**src/rtl/ifft_frame_gen.sv**
```systemverilog
// Builds one Hermitian odd-harmonic frequency frame per request and streams it to an IFFT over AXI-Stream.
// Optional build macro IFFT_FRAME_GEN_DC_OFFSET_EN adds a signed dc_offset port that sets beat 0.
module ifft_frame_gen #(
    parameter int unsigned N_FFT    = 1024,
    parameter int unsigned LOG2N    = 10,
    parameter int unsigned MAX_HARM = 8,
    parameter int unsigned DW       = 24
) (
    input  logic                clk,
    input  logic                rst,
    input  logic                start,
    input  logic [1:0]          wave_type,
    input  logic [LOG2N-1:0]    freq_bin,
    input  logic [15:0]         amp,
`ifdef IFFT_FRAME_GEN_DC_OFFSET_EN
    input  logic signed [15:0]  dc_offset,
`endif
    input  logic                cfg_tready,
    output logic [2*DW-1:0]     m_axis_data_tdata,
    output logic                m_axis_data_tvalid,
    input  logic                m_axis_data_tready,
    output logic                m_axis_data_tlast,
    output logic                busy,
    output logic                done
);

    localparam int unsigned HIW  = (MAX_HARM > 1) ? $clog2(MAX_HARM) : 1;
    localparam int unsigned HCW  = $clog2(MAX_HARM + 1);
    localparam int unsigned NW   = $clog2(2 * MAX_HARM);
    localparam int unsigned PW   = LOG2N + NW + 1;
    localparam int unsigned HALF = N_FFT / 2;

    localparam logic [1:0] WT_SINE   = 2'd0;
    localparam logic [1:0] WT_SQUARE = 2'd1;
    localparam logic [1:0] WT_NONE   = 2'd3;

    typedef enum logic [1:0] {S_IDLE, S_PREP, S_STREAM, S_DONE} state_t;

    state_t             r_state;
    state_t             w_next;
    logic               w_accept_start;

    logic [1:0]         r_wave;
    logic [LOG2N-1:0]   r_k;
    logic [15:0]        r_amp;
`ifdef IFFT_FRAME_GEN_DC_OFFSET_EN
    logic [15:0]        r_dc;
`endif

    logic [HIW-1:0]     r_h;
    logic [PW-1:0]      r_p;
    logic [HCW-1:0]     r_nval;
    logic [LOG2N-1:0]   r_bin [MAX_HARM];
    logic [LOG2N-1:0]   r_pm  [MAX_HARM];
    logic [DW-1:0]      r_mag [MAX_HARM];

    logic [LOG2N-1:0]   r_idx;
    logic [HCW-1:0]     r_lo;
    logic [HCW-1:0]     r_hi;
    logic               r_last_loaded;

    logic [DW-1:0]      r_re;
    logic               r_tvalid;
    logic               r_tlast;
    logic               r_busy;
    logic               r_done;

    logic [15:0]        w_recip;
    logic [31:0]        w_prod;
    logic [15:0]        w_mag_u;
    logic [DW-1:0]      w_mag_ext;
    logic [DW-1:0]      w_mag_s;
    logic               w_slot_ok;
    logic [LOG2N-1:0]   w_pm;
    logic [PW-1:0]      w_p_step;

    logic [HIW-1:0]     w_lo_ix;
    logic [HIW-1:0]     w_hi_ix;
    logic               w_lo_hit;
    logic               w_hi_hit;
    logic [DW-1:0]      w_dc;
    logic [DW-1:0]      w_beat;
    logic               w_load;
    logic               w_beat_acc;

    // Q15 reciprocal ROM: 1/n for square, 1/n^2 for triangle, unity for the sine fundamental
    function automatic logic [15:0] f_recip(input logic [1:0] wt, input logic [HIW-1:0] h);
        logic [15:0] r;
        r = 16'd0;
        if (wt == WT_SINE) begin
            r = 16'd32768;
        end else if (wt == WT_SQUARE) begin
            case (32'(h))
                0:       r = 16'd32768;
                1:       r = 16'd10923;
                2:       r = 16'd6554;
                3:       r = 16'd4681;
                4:       r = 16'd3641;
                5:       r = 16'd2979;
                6:       r = 16'd2521;
                7:       r = 16'd2185;
                default: r = 16'd0;
            endcase
        end else if (wt == 2'd2) begin
            case (32'(h))
                0:       r = 16'd32768;
                1:       r = 16'd3641;
                2:       r = 16'd1311;
                3:       r = 16'd669;
                4:       r = 16'd405;
                5:       r = 16'd271;
                6:       r = 16'd194;
                7:       r = 16'd146;
                default: r = 16'd0;
            endcase
        end
        return r;
    endfunction

    // Slot preparation datapath, one harmonic per PREP cycle
    assign w_recip   = f_recip(r_wave, r_h);
    assign w_prod    = 32'(r_amp) * 32'(w_recip);
    assign w_mag_u   = 16'(w_prod >> 15);
    assign w_mag_ext = DW'(w_mag_u);
    assign w_mag_s   = (r_wave == WT_SQUARE && r_h[0]) ? (~w_mag_ext + DW'(1)) : w_mag_ext;
    assign w_slot_ok = (r_wave != WT_NONE) && (r_p != '0) && (r_p < PW'(HALF)) &&
                       ((r_wave != WT_SINE) || (r_h == '0));
    assign w_pm      = LOG2N'(PW'(N_FFT) - r_p);
    assign w_p_step  = PW'({r_k, 1'b0});

    // Valid slots form a prefix with ascending bins: lower half walks up, mirror half walks down
    assign w_lo_ix  = HIW'(r_lo);
    assign w_hi_ix  = HIW'(r_hi - HCW'(1));
    assign w_lo_hit = (r_lo < r_nval) && (r_bin[w_lo_ix] == r_idx);
    assign w_hi_hit = (r_hi != '0) && (r_pm[w_hi_ix] == r_idx);

`ifdef IFFT_FRAME_GEN_DC_OFFSET_EN
    assign w_dc = {{(DW-16){r_dc[15]}}, r_dc};
`else
    assign w_dc = '0;
`endif

    always_comb begin
        w_beat = '0;
        if (r_idx == '0) begin
            w_beat = w_dc;
        end else if (w_lo_hit) begin
            w_beat = r_mag[w_lo_ix];
        end else if (w_hi_hit) begin
            w_beat = r_mag[w_hi_ix];
        end
    end

    assign w_beat_acc = r_tvalid && m_axis_data_tready;
    assign w_load     = (r_state == S_STREAM) && !r_last_loaded &&
                        (!r_tvalid || m_axis_data_tready);

    // Next-state logic
    always_comb begin
        w_next         = r_state;
        w_accept_start = 1'b0;
        case (r_state)
            S_IDLE: begin
                if (start && cfg_tready) begin
                    w_next         = S_PREP;
                    w_accept_start = 1'b1;
                end
            end
            S_PREP: begin
                if (r_h == HIW'(MAX_HARM - 1)) begin
                    w_next = S_STREAM;
                end
            end
            S_STREAM: begin
                if (w_beat_acc && r_tlast) begin
                    w_next = S_DONE;
                end
            end
            S_DONE:  w_next = S_IDLE;
            default: w_next = S_IDLE;
        endcase
    end

    always_ff @(posedge clk) begin
        if (rst) begin
            r_state <= S_IDLE;
        end else begin
            r_state <= w_next;
        end
    end

    // Request latch, harmonic table and stream pointers
    always_ff @(posedge clk) begin
        if (rst) begin
            r_wave        <= '0;
            r_k           <= '0;
            r_amp         <= '0;
`ifdef IFFT_FRAME_GEN_DC_OFFSET_EN
            r_dc          <= '0;
`endif
            r_h           <= '0;
            r_p           <= '0;
            r_nval        <= '0;
            r_idx         <= '0;
            r_lo          <= '0;
            r_hi          <= '0;
            r_last_loaded <= 1'b0;
            for (int i = 0; i < MAX_HARM; i++) begin
                r_bin[i] <= '0;
                r_pm[i]  <= '0;
                r_mag[i] <= '0;
            end
        end else begin
            if (w_accept_start) begin
                r_wave        <= wave_type;
                r_k           <= freq_bin;
                r_amp         <= amp;
`ifdef IFFT_FRAME_GEN_DC_OFFSET_EN
                r_dc          <= dc_offset;
`endif
                r_h           <= '0;
                r_p           <= PW'(freq_bin);
                r_nval        <= '0;
                r_idx         <= '0;
                r_lo          <= '0;
                r_hi          <= '0;
                r_last_loaded <= 1'b0;
            end
            if (r_state == S_PREP) begin
                r_bin[r_h] <= LOG2N'(r_p);
                r_pm[r_h]  <= w_pm;
                r_mag[r_h] <= w_mag_s;
                if (w_slot_ok) begin
                    r_nval <= r_nval + HCW'(1);
                end
                r_p <= r_p + w_p_step;
                r_h <= r_h + HIW'(1);
            end
            if (w_load) begin
                r_idx <= r_idx + LOG2N'(1);
                if (r_idx == LOG2N'(N_FFT - 1)) begin
                    r_last_loaded <= 1'b1;
                end
                if (w_lo_hit) begin
                    r_lo <= r_lo + HCW'(1);
                end
                if (r_idx == '0) begin
                    r_hi <= r_nval;
                end else if (w_hi_hit) begin
                    r_hi <= r_hi - HCW'(1);
                end
            end
        end
    end

    // Registered stream and status outputs; beat register only reloads when empty or accepted
    always_ff @(posedge clk) begin
        if (rst) begin
            r_re     <= '0;
            r_tvalid <= 1'b0;
            r_tlast  <= 1'b0;
            r_busy   <= 1'b0;
            r_done   <= 1'b0;
        end else begin
            r_busy <= (w_next != S_IDLE);
            r_done <= (w_next == S_DONE);
            if (w_load) begin
                r_tvalid <= 1'b1;
                r_re     <= w_beat;
                r_tlast  <= (r_idx == LOG2N'(N_FFT - 1));
            end else if (w_beat_acc) begin
                r_tvalid <= 1'b0;
                r_tlast  <= 1'b0;
            end
        end
    end

    assign m_axis_data_tdata  = {{DW{1'b0}}, r_re};
    assign m_axis_data_tvalid = r_tvalid;
    assign m_axis_data_tlast  = r_tlast;
    assign busy               = r_busy;
    assign done               = r_done;

endmodule
```
**config.mk**
```make
export PLATFORM = sky130hd
export DESIGN_NAME = ifft_frame_gen
export DESIGN_NICKNAME = d
export VERILOG_FILES = /design/src/rtl/ifft_frame_gen.sv
export SDC_FILE = /design/constraint.sdc
export NUM_CORES = 1
export LEC_CHECK = 0
export CAP_MARGIN = 5
export CORE_MARGIN = 2
export CORE_UTILIZATION = 40
export CTS_CLUSTER_SIZE = 12
export DETAILED_ROUTE_END_ITERATION = 7
export SLEW_MARGIN = 20
export SYNTH_ARGS = -nofsm -noshare
export SYNTH_HDL_FRONTEND = slang
export SYNTH_SLANG_ARGS = --single-unit
```
**constraint.sdc**
```tcl
create_clock -name clk -period 7.8 [get_ports clk]
set_input_delay 2.34 -clock clk [delete_from_list [all_inputs] [get_ports clk]]
set_output_delay 2.34 -clock clk [all_outputs]
set_load 0.01 [all_outputs]
```
==> Word level (Yosys, flattened, before mapping) <==
Memories as Yosys holds them, arrays and structs flattened. A register that Yosys moved wholly into a read port is not among the register bits.
Index checks and enable logic that the tools add are counted.
{ "word_totals": {"register_bits": 99, "mem_bits_rw": 352, "rom_bits": 216, "in_bits": 33, "output_inout_bits": 52, "mem_count": 5} }
{ "op_classes": {"addsub": 8, "multipliers": 1, "order_cmp": 2, "eq_ne": 11, "n_mux": 55, "n_bitwise": 1, "reduce_logical": 29} }
{ "mem_list": {"columns": ["memory", "words", "width", "rd", "rd_clocked_by_memory_dff", "wr", "line", "rtl"], "rows": [
  ["r_mag", 8, 24, 2, 1, 8, "55", "logic [DW-1:0] r_mag [MAX_HARM];"],
  ["(no name shown)", 8, 14, 1, 1, 0, "93", "case (32'(h))"],
  ["(no name shown)", 8, 13, 1, 1, 0, "105", "case (32'(h))"],
  ["r_bin", 8, 10, 1, 1, 8, "53", "logic [LOG2N-1:0] r_bin [MAX_HARM];"],
  ["r_pm", 8, 10, 1, 0, 8, "54", "logic [LOG2N-1:0] r_pm [MAX_HARM];"]
]} }
{ "ops": {"columns": ["cell", "count"], "rows": [
  ["2-to-1 mux 24 bit", 5],
  ["2-to-1 mux 16 bit", 3],
  ["2-to-1 mux 10 bit", 4],
  ["2-to-1 mux 4 bit", 10],
  ["2-to-1 mux 3 bit", 11],
  ["multiplier 16 x 16 -> 31 bit", 1],
  ["2-to-1 mux 15 bit", 2],
  ["adder 24 x 1 -> 24 bit, second input constant", 1],
  ["NOT 16 -> 24 bit", 1],
  ["OR reduction 24 bit", 1],
  ["== test 10 bit", 2],
  ["OR reduction 10 bit", 2],
  ["2-to-1 mux 1 bit", 16],
  ["adder 15 x 11 -> 15 bit", 1],
  ["less-than comparator 15 x 10 -> 1 bit, second input constant", 1],
  ["nonzero test 15 bit", 1],
  ["logical AND 1 bit", 11],
  ["adder 10 x 1 -> 10 bit, second input constant", 1],
  ["== test 10 bit, second input constant", 1],
  ["logical NOT 10 bit", 1],
  ["nonzero test 2 bit", 5],
  ["subtractor 1 x 10 -> 10 bit, first input constant", 1],
  ["adder 4 x 1 -> 4 bit, second input constant", 2],
  ["== test 2 bit, second input constant", 4],
  ["other kinds (13)", 19]
]} }

==> Longest topological paths before layout <==
{ "depth": {"word_depth": 9, "ltp_mapped": 32} }

==> Worst setup path after synthesis <==
OpenSTA, ideal clock, no wires.
{ "synth_path": {"path_kind": "reg-to-reg", "from": "reg r_wave[0]", "to": "mem r_mag[1][17], data pin", "setup_time_ns": 0.275, "t_arrival_ns": 7.443, "required_time_ns": 7.525, "slack_ns": 0.081, "path_stages_with_launch": 31, "path_buffers": 7, "path_cell_list": "dfxtp_1 buf_4 nor2b_1 clkbuf_1 clkbuf_1 a22o_1 clkbuf_1 nand2_1 fa_1 inv_1 fa_1 fa_1 fa_1 fa_1 inv_1 fa_1 inv_1 ha_1 clkbuf_1 and3_1 and2_1 nand4_4 a211oi_4 nor2_2 a311oi_4 a21boi_2 and2_1 and4_1 buf_4 buf_12 nor3_2"} }
{ "synth_lines": {"columns": ["item", "line", "rtl"], "rows": [
  ["from (decl)", "43", "logic [1:0] r_wave;"],
  ["from (signal assigned)", "215", "r_wave <= wave_type;"],
  ["to (decl)", "55", null]
]} }

==> impl_metrics.csv <==
group,metric,value,unit
final_layout,final-instance-count-excl-fill,3863,
worst_setup_path,path_common_cell,"fa_1",
placed_design,numPortBuffers,60,
floorplan,die_area,0.0792,sq mm
synthesis,synth_edf_count,344,
power_and_ir_drop,p_leak,14.1,nW
routing,viasPerCell,5.47,
synthesis,synth_ff_type,"edfxtp_1",
clocking,holdBufCountCts,0,
min_path,hold_start,"r_k[5]",
placed_design,dpl.cell_count,3749,
final_layout,layout_common_cells,"edfxtp_1, nor2_1, inv_1",
synthesis,synth.largest_area_cell,"edfxtp_1",
sta,final-setup-viol-count,0,
placed_design,placed_area,0.0328,sq mm
routing,drt_iter0_markers,1628,
placed_design,gp_congestion,0.902,
clocking,cts_tree,"yes",
synthesis,synth_top_area_share,33.5,%
sta,final-max-slew-violation-count,0,
synthesis,synthCells,2714,
worst_setup_path,r2r_start,"r_wave[0]",
global_route,grt_max_degree,53,
power_and_ir_drop,power,5.76,mW
floorplan,rows,101,
floorplan,core_area,0.0761,sq mm
final_layout,fin_nets,3142,
power_and_ir_drop,power_density,165,mW/mm^2
flow_run,maxCapViolations,0,
worst_setup_path,cp_slowest_stage_delay,540,ps
synthesis,syn_avg_cell_area,11.3,sq um
worst_setup_path,crit_start,"r_wave[0]",
sta,relSlewSlack,32.5,%
worst_setup_path,cp_data_arrival_time,7850,ps
sta,period_needed,7510,ps
floorplan,ios,85,
worst_setup_path,path_buf_inv,8,
routing,ant_nets,0,
worst_setup_path,critPathMaxFanout,34,
worst_setup_path,endpoint_kind,"flop",
synthesis,yosys_warnings,0,
placed_design,place_ws,-57.7,ps
placed_design,dp.final_hpwl,54100,um
global_route,track_usage,20.9,%
routing,vias,21100,
clocking,numClockSinks,468,
synthesis,syn_area,0.0308,sq mm
min_path,hp-class,"flop to flop",
final_layout,drive_above_1_share,14.9,%
clocking,clockBufferDepth,3,
global_route,antenna_found_initial,0,
final_layout,layout_commonest_cell,"edfxtp_1",
power_and_ir_drop,peakVddDrop,0.132,mV
worst_setup_path,path_class,"flop to flop",
clocking,h-tree-depth,2,
clocking,cts.reportedPaths.clkPinSlew,60,ps
worst_setup_path,crit_slowest_cell,"fa_1",
final_layout,area.growth.synth_to_final,13.1,%
synthesis,ys_types,84,
final_layout,antenna_cells,0,
worst_setup_path,crit_family,"adder cells",
routing,drc,0,
routing,wire_per_inst,21.2,um
floorplan,die_h,281,um
sta,worst_pin_slew,1010,ps
clocking,cts_root_buf,"clkbuf_16",
global_route,grt_pass1_wl,128000,um
synthesis,ys_seq_elements,468,
worst_setup_path,worstPathRequired,8140,ps
synthesis,synthTopCellsByArea,"edfxtp_1, fa_1, mux4_2, dfxtp_1, ha_1",
floorplan,start_util,40.5,%
global_route,grt_pass1_vias,22200,
final_layout,stdcell_area,0.0348,sq mm
sta,finClkSkew,24.8,ps
routing,drt_wl_total,81800,um
worst_setup_path,start_kind,"flop",
final_layout,final_core_util,45.8,%
synthesis,async_reset_ff_share,0,%
sta,finalCritPeriodShare,96.3,%
sta,fin_ws,291,ps
clocking,clk_latency,620,ps
clocking,cts-buffers-inserted,53,
routing,firstDrtPassIters,5,
floorplan,die_width,281,um
synthesis,synth-seq-area-share,41.6,%
final_layout,fillCellCount,7015,
run_status,status,"completed",
sta,hold_viol_final,0,
global_route,grt_overflow,0,
sta,max_freq,0.133,GHz
-- final cells by class --
type	count	area, sq um	share of cell area, %
clock buffer	80	1510	4.33
clock inverter	18	189	0.542
inverter	258	968	2.78
multi-input combinational	1849	16700	47.8
sequential	468	12800	36.8
tap	1030	1290	3.70
timing repair buffer	160	1400	4.01
-- per-layer routing --
metal | wire length, um | GRT usage, % | up-vias | share of wire [%]
li1 | - | - | 9550 | -
met1 | 34200 | 27.2 | 10700 | 42
met2 | 40900 | 36.7 | 706 | 50
met3 | 4840 | 2.77 | 138 | 5.9
met4 | 1820 | 5.58 | 0 | 2.2
met5 | 0 | 0 | - | 0
-- per-stage QoR --
| stage | hold WS [ps] | setup TNS [ps] |
|---|---|---|
| global placement | 448 | 0 |
| CTS | 464 | 0 |
| global route | 478 | -118 |
| finish | 462 | 0 |
| floorplan | 435 | 0 |
| detailed placement | 456 | -1040 |
-- state kept, by name (all words and copies together), names as in the netlist, named ones only --
name,count
done,1
r_mag,192
r_pm,72
r_wave,2
r_k,10
r_re,24
r_nval,4
m_axis_data_tlast,1
r_state,2
busy,1
r_bin,80
r_amp,16
r_idx,10
m_axis_data_tvalid,1
r_last_loaded,1
r_lo,4
r_p,15
r_hi,4
r_h,3
-- synth_stat cells, types with 4 or more instances --
cell type	count
o21ai_1	6
a31oi_1	21
a21oi_1	93
nor4_1	10
buf_2	8
nand2_1	256
o21ai_0	34
buf_1	15
a311oi_1	8
nand4b_1	4
nor2_1	303
xnor2_1	30
mux2_2	4
clkbuf_1	140
and3_1	84
dfxtp_1	124
nor2b_1	25
inv_1	255
nor3_2	11
ha_1	141
o211ai_1	6
xor2_1	25
a22o_1	34
nand2b_1	16
or2_2	4
o22ai_1	25
nor3_1	21
and2_1	97
mux4_2	136
or3_1	7
nand4_1	13
edfxtp_1	344
xnor2_2	5
nand3_1	30
a21o_1	22
fa_1	178
a211oi_1	8
buf_4	31
mux2i_1	71
-- power breakdown --
part	leakage [nW]	internal, mW	switching, mW	total [mW]
Clock	0.831	1.41	1.06	2.47
Combinational	8.68	0.172	0.298	0.470
Sequential	4.55	2.76	0.0649	2.82
-- cell families (layout without fill, tap and decap cells) --
family	Yosys count	in the layout	synth area share (%)
other	1	56	0.0122
XOR/XNOR	62	62	1.93
AO/OA/AOI/OAI	300	301	6.78
multiplexers	211	211	12.4
AND/OR/NAND/NOR	899	899	14.0
adder cells (fa/ha/maj)	320	320	17.3
flip-flops	468	468	41.6
buffers and inverters	453	516	5.98
-- worst register-to-register path, cell delays in order, from the launching register on --
cell      delay (ps)
dfxtp_1          340
nor2b_2          180
buf_12           170
a22o_2           350
buf_4            180
and2_1           160
fa_1             490
inv_1             60
fa_1             470
fa_1             500
fa_1             540
inv_1             50
fa_1             470
inv_1             50
fa_1             480
inv_1             40
ha_1             360
nand2_2          110
a311oi_4         390
buf_4            190
a41o_1           210
nand3_1          160
o211ai_4         290
o2111a_2         280
and2_4           210
and4_1           240
buf_8            190
nor3_1            80
-- worst paths after layout --
| check | end | slack [ps] | depth (start not counted) |
|---|---|---|---|
| max | r_mag[1][23] | 290 | 27 |
| min | r_k[5] | 460 | 2 |
| max reg2reg | r_mag[1][23] | 290 | 27 |
| min reg2reg | r_k[5] | 460 | 2 |
-- timing repair --
item                       4_1_cts  5_1_grt
cloned                           0        1
resized for setup                1       43
buffers inserted                 1       14
pin swaps                        2       12
setup endpoints to repair       33       96
Note: power is estimated with default switching activity, not from simulation.
